$ cat src/rtl/layer_mixer.sv
// N-layer priority pixel compositor with per-frame layer-0 overlap detection.
// Optional macro LAYER_MIXER_BLEND_EN averages the two highest-priority opaque layers.
module layer_mixer #(
  parameter int NUM_LAYERS = 4,
  parameter int COLOR_W = 8,
  parameter int WIDTH = 640,
  parameter int HEIGHT = 480,
  parameter logic [3*COLOR_W-1:0] BG_COLOR = 24'h4169E1
) (
  input  logic                              CLOCK_50,
  input  logic                              reset,
  input  logic [9:0]                        x,
  input  logic [8:0]                        y,
  input  logic [NUM_LAYERS*3*COLOR_W-1:0]   layer_rgb,
  input  logic [NUM_LAYERS-1:0]             layer_hit,
  input  logic [NUM_LAYERS-1:0]             layer_en,
  output logic [COLOR_W-1:0]                r,
  output logic [COLOR_W-1:0]                g,
  output logic [COLOR_W-1:0]                b,
  output logic [2:0]                        top_layer,
  output logic                              frame_done,
  output logic                              collision,
  output logic [7:0]                        collision_frames
);

  localparam int PIX_W = 3 * COLOR_W;
  localparam logic [2:0] BG_IDX = 3'(NUM_LAYERS);
  localparam logic [9:0] X_END  = 10'(WIDTH);
  localparam logic [9:0] X_LAST = 10'(WIDTH - 1);
  localparam logic [8:0] Y_END  = 9'(HEIGHT);
  localparam logic [8:0] Y_LAST = 9'(HEIGHT - 1);

  logic                  s1_valid_r;
  logic [9:0]            s1_x_r;
  logic [8:0]            s1_y_r;
  logic [9:0]            prev_x_r;
  logic [8:0]            prev_y_r;
  logic [NUM_LAYERS*PIX_W-1:0] s1_rgb_r;
  logic [NUM_LAYERS-1:0] s1_eff_r;
  logic                  acc_r;
  logic [PIX_W-1:0]      rgb_r;

  logic [2:0]            win_s;
  logic                  any_s;
  logic [PIX_W-1:0]      win_rgb_s;
  logic [PIX_W-1:0]      mix_s;
  logic                  visible_s;
  logic                  overlap_s;
  logic                  frame_end_s;
  logic                  frame_hit_s;

  // Lowest enabled opaque index wins; the loop runs downward so index 0 is taken last.
  always_comb begin
    win_s     = BG_IDX;
    any_s     = 1'b0;
    win_rgb_s = '0;
    for (int i = NUM_LAYERS - 1; i >= 0; i--) begin
      if (s1_eff_r[i]) begin
        win_s     = 3'(i);
        any_s     = 1'b1;
        win_rgb_s = s1_rgb_r[i*PIX_W +: PIX_W];
      end else begin
        win_s     = win_s;
      end
    end
  end

`ifdef LAYER_MIXER_BLEND_EN
  logic             has_sec_s;
  logic [PIX_W-1:0] sec_rgb_s;

  function automatic logic [COLOR_W-1:0] chan_avg(input logic [COLOR_W-1:0] a,
                                                  input logic [COLOR_W-1:0] c);
    logic [COLOR_W:0] sum;
    sum = {1'b0, a} + {1'b0, c};
    return sum[COLOR_W:1];
  endfunction

  // Runner-up layer: next-lowest set index after the winner.
  always_comb begin
    has_sec_s = 1'b0;
    sec_rgb_s = '0;
    for (int i = NUM_LAYERS - 1; i >= 0; i--) begin
      if (s1_eff_r[i] && (3'(i) != win_s)) begin
        has_sec_s = 1'b1;
        sec_rgb_s = s1_rgb_r[i*PIX_W +: PIX_W];
      end else begin
        has_sec_s = has_sec_s;
      end
    end
  end

  // Colour selection with two-layer averaging.
  always_comb begin
    mix_s = BG_COLOR;
    if (any_s && has_sec_s) begin
      for (int c = 0; c < 3; c++) begin
        mix_s[c*COLOR_W +: COLOR_W] = chan_avg(win_rgb_s[c*COLOR_W +: COLOR_W],
                                               sec_rgb_s[c*COLOR_W +: COLOR_W]);
      end
    end else if (any_s) begin
      mix_s = win_rgb_s;
    end else begin
      mix_s = BG_COLOR;
    end
  end
`else
  // Colour selection, pure opaque priority.
  always_comb begin
    mix_s = BG_COLOR;
    if (any_s) begin
      mix_s = win_rgb_s;
    end else begin
      mix_s = BG_COLOR;
    end
  end
`endif

  // Visibility, overlap and end-of-frame are all judged on stage-1 coordinates.
  always_comb begin
    visible_s   = (s1_x_r < X_END) && (s1_y_r < Y_END);
    overlap_s   = s1_valid_r && visible_s && s1_eff_r[0] &&
                  (|s1_eff_r[NUM_LAYERS-1:1]);
    frame_end_s = s1_valid_r && (s1_x_r == X_LAST) && (s1_y_r == Y_LAST) &&
                  ((s1_x_r != prev_x_r) || (s1_y_r != prev_y_r));
    frame_hit_s = acc_r || overlap_s;
  end

  // Stage 1 capture plus previous-coordinate tracking for held pixels.
  always_ff @(posedge CLOCK_50) begin
    if (reset) begin
      s1_valid_r <= 1'b0;
      s1_x_r     <= 10'd0;
      s1_y_r     <= 9'd0;
      prev_x_r   <= 10'd0;
      prev_y_r   <= 9'd0;
      s1_rgb_r   <= '0;
      s1_eff_r   <= '0;
    end else begin
      s1_valid_r <= 1'b1;
      s1_x_r     <= x;
      s1_y_r     <= y;
      prev_x_r   <= s1_x_r;
      prev_y_r   <= s1_y_r;
      s1_rgb_r   <= layer_rgb;
      s1_eff_r   <= layer_hit & layer_en;
    end
  end

  // Stage 2 output colour and winning index.
  always_ff @(posedge CLOCK_50) begin
    if (reset) begin
      rgb_r     <= BG_COLOR;
      top_layer <= BG_IDX;
    end else if (!s1_valid_r) begin
      rgb_r     <= BG_COLOR;
      top_layer <= BG_IDX;
    end else if (!visible_s) begin
      rgb_r     <= '0;
      top_layer <= BG_IDX;
    end else begin
      rgb_r     <= mix_s;
      top_layer <= any_s ? win_s : BG_IDX;
    end
  end

  // Frame-level collision: final-pixel overlap is folded in before the accumulator clears.
  always_ff @(posedge CLOCK_50) begin
    if (reset) begin
      frame_done       <= 1'b0;
      collision        <= 1'b0;
      collision_frames <= 8'd0;
      acc_r            <= 1'b0;
    end else begin
      frame_done <= frame_end_s;
      if (frame_end_s) begin
        collision <= frame_hit_s;
        acc_r     <= 1'b0;
        if (frame_hit_s && (collision_frames != 8'hFF)) begin
          collision_frames <= collision_frames + 8'd1;
        end else begin
          collision_frames <= collision_frames;
        end
      end else if (overlap_s) begin
        acc_r <= 1'b1;
      end else begin
        acc_r <= acc_r;
      end
    end
  end

  assign r = rgb_r[3*COLOR_W-1 -: COLOR_W];
  assign g = rgb_r[2*COLOR_W-1 -: COLOR_W];
  assign b = rgb_r[COLOR_W-1:0];

endmodule

$ cat config.mk
export PLATFORM = sky130hd
export DESIGN_NAME = layer_mixer
export DESIGN_NICKNAME = d
export VERILOG_FILES = /design/src/rtl/layer_mixer.sv
export SDC_FILE = /design/constraint.sdc
export NUM_CORES = 1
export LEC_CHECK = 0
export ABC_AREA = 1
export BUFFER_PORTS_ARGS = -buffer_cell sky130_fd_sc_hd__buf_2
export CORE_UTILIZATION = 45
export DETAILED_ROUTE_END_ITERATION = 8
export PLACE_DENSITY = 0.69
export SYNTH_ARGS = -nofsm -noshare
export SYNTH_HDL_FRONTEND = slang
export SYNTH_SLANG_ARGS = --single-unit
$ cat constraint.sdc
create_clock -name CLOCK_50 -period 4.3 [get_ports CLOCK_50]
set_input_delay 0.86 -clock CLOCK_50 [delete_from_list [all_inputs] [get_ports CLOCK_50]]
set_output_delay 0.86 -clock CLOCK_50 [all_outputs]
set_load 0.1 [all_outputs]
Word-level counts from Yosys, hierarchy flattened

Index checks and enable logic that the tools add are counted.

Equality and inequality tests: 5
Reduce and logical (&&, ||, !) cells: 17
Bitwise operators: 4
Muxes and demuxes: 15
$lt $le $gt $ge: 2
$add $sub $neg: 1

Operator list:

| cell                   | number |
|---|---|
| $mux W24               | 4 |
| $mux W23               | 2 |
| $mux W3                | 4 |
| $eq A10 B10 Y1 const B | 1 |
| $lt A10 B10 Y1 const B | 1 |
| $ne A10 B10 Y1         | 1 |
| $eq A9 B9 Y1 const B   | 1 |
| $lt A9 B9 Y1 const B   | 1 |
| $ne A9 B9 Y1           | 1 |
| $add A8 B1 Y8 const B  | 1 |
| $logic_and A1 B1 Y1    | 8 |
| $ne A8 B8 Y1 const B   | 1 |
| $reduce_or A6 Y1       | 1 |
| $mux W1                | 5 |
| $reduce_or A5 Y1       | 1 |
| $and A4 B4 Y4          | 1 |
| $reduce_or A2 Y1       | 2 |
| $reduce_or A4 Y1       | 1 |
| $not A1 Y1             | 3 |
| $reduce_or A3 Y1       | 1 |
| $logic_or A1 B1 Y1     | 2 |
| $reduce_and A2 Y1      | 1 |

Flip-flop bits (word level): 177
Input port bits: 125
Logic and storage cells: 60

Depth between registers and ports, before layout

Depth after elaboration: 8
Depth in mapped cells: 11
Mapped depth without buffers: 10

Least setup slack after synthesis

OpenSTA, ideal clock, no wires.

Path kind: register -> register
From: reg collision_frames[0]
To: reg collision_frames[6]
Cell stages (with the launch flop): 10
Library setup time: 0.071 ns
Data required time: 4.229 ns
Slack: 2.066 ns
Arrival time: 2.164 ns
Cell sequence: dfxtp_1 ha_1 nand2_1 nor2_2 nand2_1 nor2_2 a21oi_4 nand3_4 nand2_1 a21oi_1

Word-level cells in the longest chain between the ends: 3
Elaborated cells on any way between the ends: 4
Those cells by class: add/sub: 1; eq/ne: 1; reduce/logical: 2

Ends and longest elaborated chain:

| element                                               | line | RTL |
|---|---|---|
| from (decl)                                           | 23   | `output logic [7:0] collision_frames` |
| from (signal assigned)                                | 180  | `collision_frames <= collision_frames + 8'd1;` |
| from (signal assigned)                                | 182  | `collision_frames <= collision_frames;` |
| branches (longest 3 deep; another with $add A8 B1 Y8) | --   |  |

Parallel ways; which one is timed is not known.
A chain may end at the register's enable or synchronous reset.

Worst setup path in the final report

From: reg s1_eff_r[0]
To: reg rgb_r[21]

Word-level cells in the longest chain between the ends: 3
Elaborated cells on any way between the ends: 4
Those cells by class: mux: 2; bitwise: 1; reduce/logical: 1

Ends and longest elaborated chain:

| element                    | line | RTL |
|---|---|---|
| from (decl)                | 39   | `logic [NUM_LAYERS-1:0] s1_eff_r;` |
| from (signal assigned)     | 146  | `s1_eff_r <= layer_hit & layer_en;` |
| $mux W1                    | 58   | `if (s1_eff_r[i]) begin` |
| $not A1 Y1 (no line)       | --   |  |
| $reduce_or A4 Y1 (no line) | --   |  |
| to (signal assigned)       | 162  | `rgb_r <= mix_s;` |
| to (decl)                  | 41   | `logic [PIX_W-1:0] rgb_r;` |

Several ways; a longest one is shown, not always the timed one.

==> metrics.log <==
INFO  metric run_status = complete, no violations
INFO  metric static-leakage-power = roughly 4.0 nW
INFO  metric drt.antenna.violating_nets = 0
INFO  metric tritoncts.num_buffers = 17
INFO  metric cts.reportedPaths.clkPinSlew = roughly 0.06 ns
INFO  metric num-nets-final = around 1100
INFO  metric routabilityCongestion = 0.788
INFO  metric die_area = about 0.015 mm²
INFO  metric cts_hold_repair.buffers = 0
INFO  metric floorplan.io_pins = roughly 160
INFO  metric cap_viol_max_count = 0
INFO  metric dieHeight = around 120 µm
INFO  metric timing_hold_violations_final = 0
INFO  metric cp-end-kind = register
INFO  metric combinational_family_with_the_most_area_after_synthesis = simple AND/OR/NAND/NOR gates
INFO  metric ir_worst_vdd = ~340 µV
INFO  metric detailed_placement_wirelength_estimate = 9590 µm
INFO  metric antenna_found_initial = 1
INFO  metric fmax = 410 MHz
INFO  metric synthesis.nets = approximately 950
INFO  metric endpoint_arrival_time_on_the_critical_path = approximately 2.8 ns
INFO  metric switch_pwr = 0.842 mW
INFO  metric power.clock.fraction = a little over two fifths
INFO  metric holdWs = about 0.45 ns
INFO  metric number_of_buffers_between_clock_root_and_the_deepest_sink = 2
INFO  metric cts_root_buffer = clkbuf_16
INFO  metric layout.core_utilization = around 57%
INFO  metric share_of_total_power_consumed_by_net_switching = about a quarter
INFO  metric crit_path_cell_trace = buf_4, inv_1, nand2_1, nand3_2, a211oi_1
INFO  metric worst_hold_path_type = reg2reg
INFO  metric synth_mux_area_share = 0%
INFO  metric grt_use_total = between 20% and 30%
INFO  metric tritoncts = built
INFO  metric timing.final.crit_share = between 50% and 60%
INFO  metric via_count = approximately 5300
INFO  metric placementRows = 43
INFO  metric syn_avg_cell_area = roughly 7.7 µm²
INFO  metric seq_power_share = slightly below 50%
INFO  metric post_synthesis_sequential_element_count = between 150 and 200
INFO  metric timing_worst_slew_pin_value = ~0.86 ns
INFO  metric final-setup-viol-count = 0
INFO  metric syn_area = 0.00639 mm²
INFO  metric grt_pass1_wl = 23100 µm
INFO  metric multiInputGateArea = 0.00208 mm²
INFO  metric share_comb_of_total_power = under 10%
INFO  metric grt_setup_unrepaired = no
INFO  metric post_synth_and_or_nand_nor_area_fraction = about 23%
INFO  metric htreeDepth = 4
INFO  metric final_cell_mix = dfxtp_1 (177), buf_2 (160), inv_1 (156)
INFO  metric totalWireLength = approximately 14000 µm
INFO  metric global_route_congestion_overflow_total = 0
INFO  metric io_buffers = between 150 and 200
INFO  metric crit_path_max_fanout = 28
INFO  metric via_count_of_the_first_global_routing_pass = 4915
INFO  metric stdcell_count = roughly 1200
INFO  metric ys_types = 30
INFO  metric synth-compound-area-share = under 10%
INFO  metric synth_adder_area_share = less than 1%
INFO  metric synth.yosys.seq_area_share = a little under three fifths
INFO  metric avgRoutedWirePerCell = ~12 µm
INFO  metric finalSetupTns = 0 ns
INFO  metric area_delta_synth_final = 23.6%
INFO  metric synthCells = between 800 and 900
INFO  metric fin_crit = about 2.4 ns
INFO  metric finalClockSkew = approximately 0.0090 ns
INFO  metric drcViolationCount = 0
INFO  metric crit_path_max_incr_delay = 0.49 ns
INFO  metric worst-endpoint-required = 4.63 ns
INFO  metric detail_route.vias_per_cell = about 4.5
INFO  metric placed_cells_incl_taps = around 1100
INFO  metric pwr_density_cell = around 460 mW/mm²
INFO  metric drv_slew = 0
INFO  metric fin_total_pwr = approximately 3.6 mW
INFO  metric cts_setup_buffers = 0
INFO  metric timing.critical_path.slowest_stage_cell = nand2_1
INFO  metric die-width = 121 µm
INFO  metric clkLatencyLatePin = 0.43 ns
INFO  metric mostFrequentLayoutCell = dfxtp_1
INFO  metric clock_sinks = 177
INFO  metric layout.area.seq = between 0.003 and 0.004 mm²
INFO  metric fill_cells = about 1300
INFO  metric synth-xor-area-share = under 10%
INFO  metric cellInternalPower = around 2.8 mW
INFO  metric drtIter0Drc = roughly 390
INFO  metric initial_core_util = roughly 46%
INFO  metric drt_first_pass_iters = 7
INFO  metric setup.worst_path.start_class = register
INFO  metric post_route_cells_drive_above_1_share = ~22%
INFO  metric max_slew_margin = between 40% and 50%
INFO  metric synth-warning-count = 0
INFO  metric ctsResizeCount = 0
INFO  metric core_area = ~0.014 mm²
INFO  metric grt_start_max_net_pins = just under 80
INFO  metric critical_path_class = reg2reg
[flip-flops by register name, summed over array words and instances, names as in the netlist]
register and flops:
collision 1, frame_done 1, rgb_r 24, s1_y_r 9
prev_y_r 9, top_layer 3, prev_x_r 10, s1_rgb_r 96
acc_r 1, collision_frames 8, s1_valid_r 1, s1_eff_r 4
s1_x_r 10
[metal layers]
metal  vias up  global-route usage, %  part of all wire [%]
li1       2777                      -                     -
met1      2320                   26.3                    47
met2       156                   33.5                    47
met3         6                   6.53                   6.0
met4         0                   5.56                  0.60
met5         -                      0                     0
[area by class of cell]
type	instances	share of cell area (%)
Sequential cell	177	44.9
Multi-Input combinational cell	452	26.4
Timing Repair Buffer	167	10.8
Inverter	158	7.51
Clock buffer	23	5.92
Tap cell	180	2.85
Clock inverter	9	1.66
Antenna cell	1	0.0317
[synthesized netlist by cell type (all sizes together)]
master	count	area [µm²]
and3	1	6.26
a21oi	57	297
inv	158	593
xnor2	6	52.6
a211oi	1	7.51
nand3b	1	7.51
clkbuf	23	86.3
o21ai	22	110
nand4	10	62.6
nand2	130	498
o211ai	13	97.6
buf	17	87.6
xor2	5	43.8
nand3	34	193
nor3	10	60.1
ha	1	12.5
dfxtp	177	3540
nor2	161	634
[power by group through the flow]
stage	registers, mW	logic (mW)	clock network, mW
after floorplan	1.83	0.150	0
after global placement	1.78	0.306	0
after detailed placement	1.78	0.309	0
after CTS	1.75	0.311	1.58
after global routing	1.75	0.347	1.65
final	1.75	0.309	1.55
[final timing paths]
check	slack, ns	from	end	depth (start not counted)
hold / removal	0.45	s1_rgb_r[1]$_SDFF_PP0_	rgb_r[1]$_SDFF_PP0_	2
setup reg to reg	1.86	s1_eff_r[0]$_SDFF_PP0_	rgb_r[21]$_SDFF_PP0_	5
setup / recovery	1.86	s1_eff_r[0]$_SDFF_PP0_	rgb_r[21]$_SDFF_PP0_	5
hold reg to reg	0.45	s1_rgb_r[1]$_SDFF_PP0_	rgb_r[1]$_SDFF_PP0_	2
[per-stage QoR]
| step | cell area (µm²) | setup WS (ns) |
|---|---|---|
| after floorplan | 6390 | 2.07 |
| after global placement | 7300 | 1.82 |
| after detailed placement | 7300 | 1.79 |
| after CTS | 7900 | 1.82 |
| after global routing | 7900 | 1.62 |
| final | 7900 | 1.86 |
[worst max-delay path: cells and delay by family, from the launching register on]
kind                   cells  cell delay (ns)
AO/OA/AOI/OAI              1             0.32
buffers and inverters      2             0.77
flip-flops                 1             0.30
AND/OR/NAND/NOR            2             0.93
[cells by family (layout without fill, tap and decap cells)]
logic type | count (synthesis) | after routing
AND/OR/NAND/NOR | 347 | 347
buffers and inverters | 198 | 357
flip-flops | 177 | 177
AO/OA/AOI/OAI | 93 | 93
XOR/XNOR | 11 | 11
adder cells (fa/ha/maj) | 1 | 1
other | 0 | 1
Power figures use the tool's default switching activity.
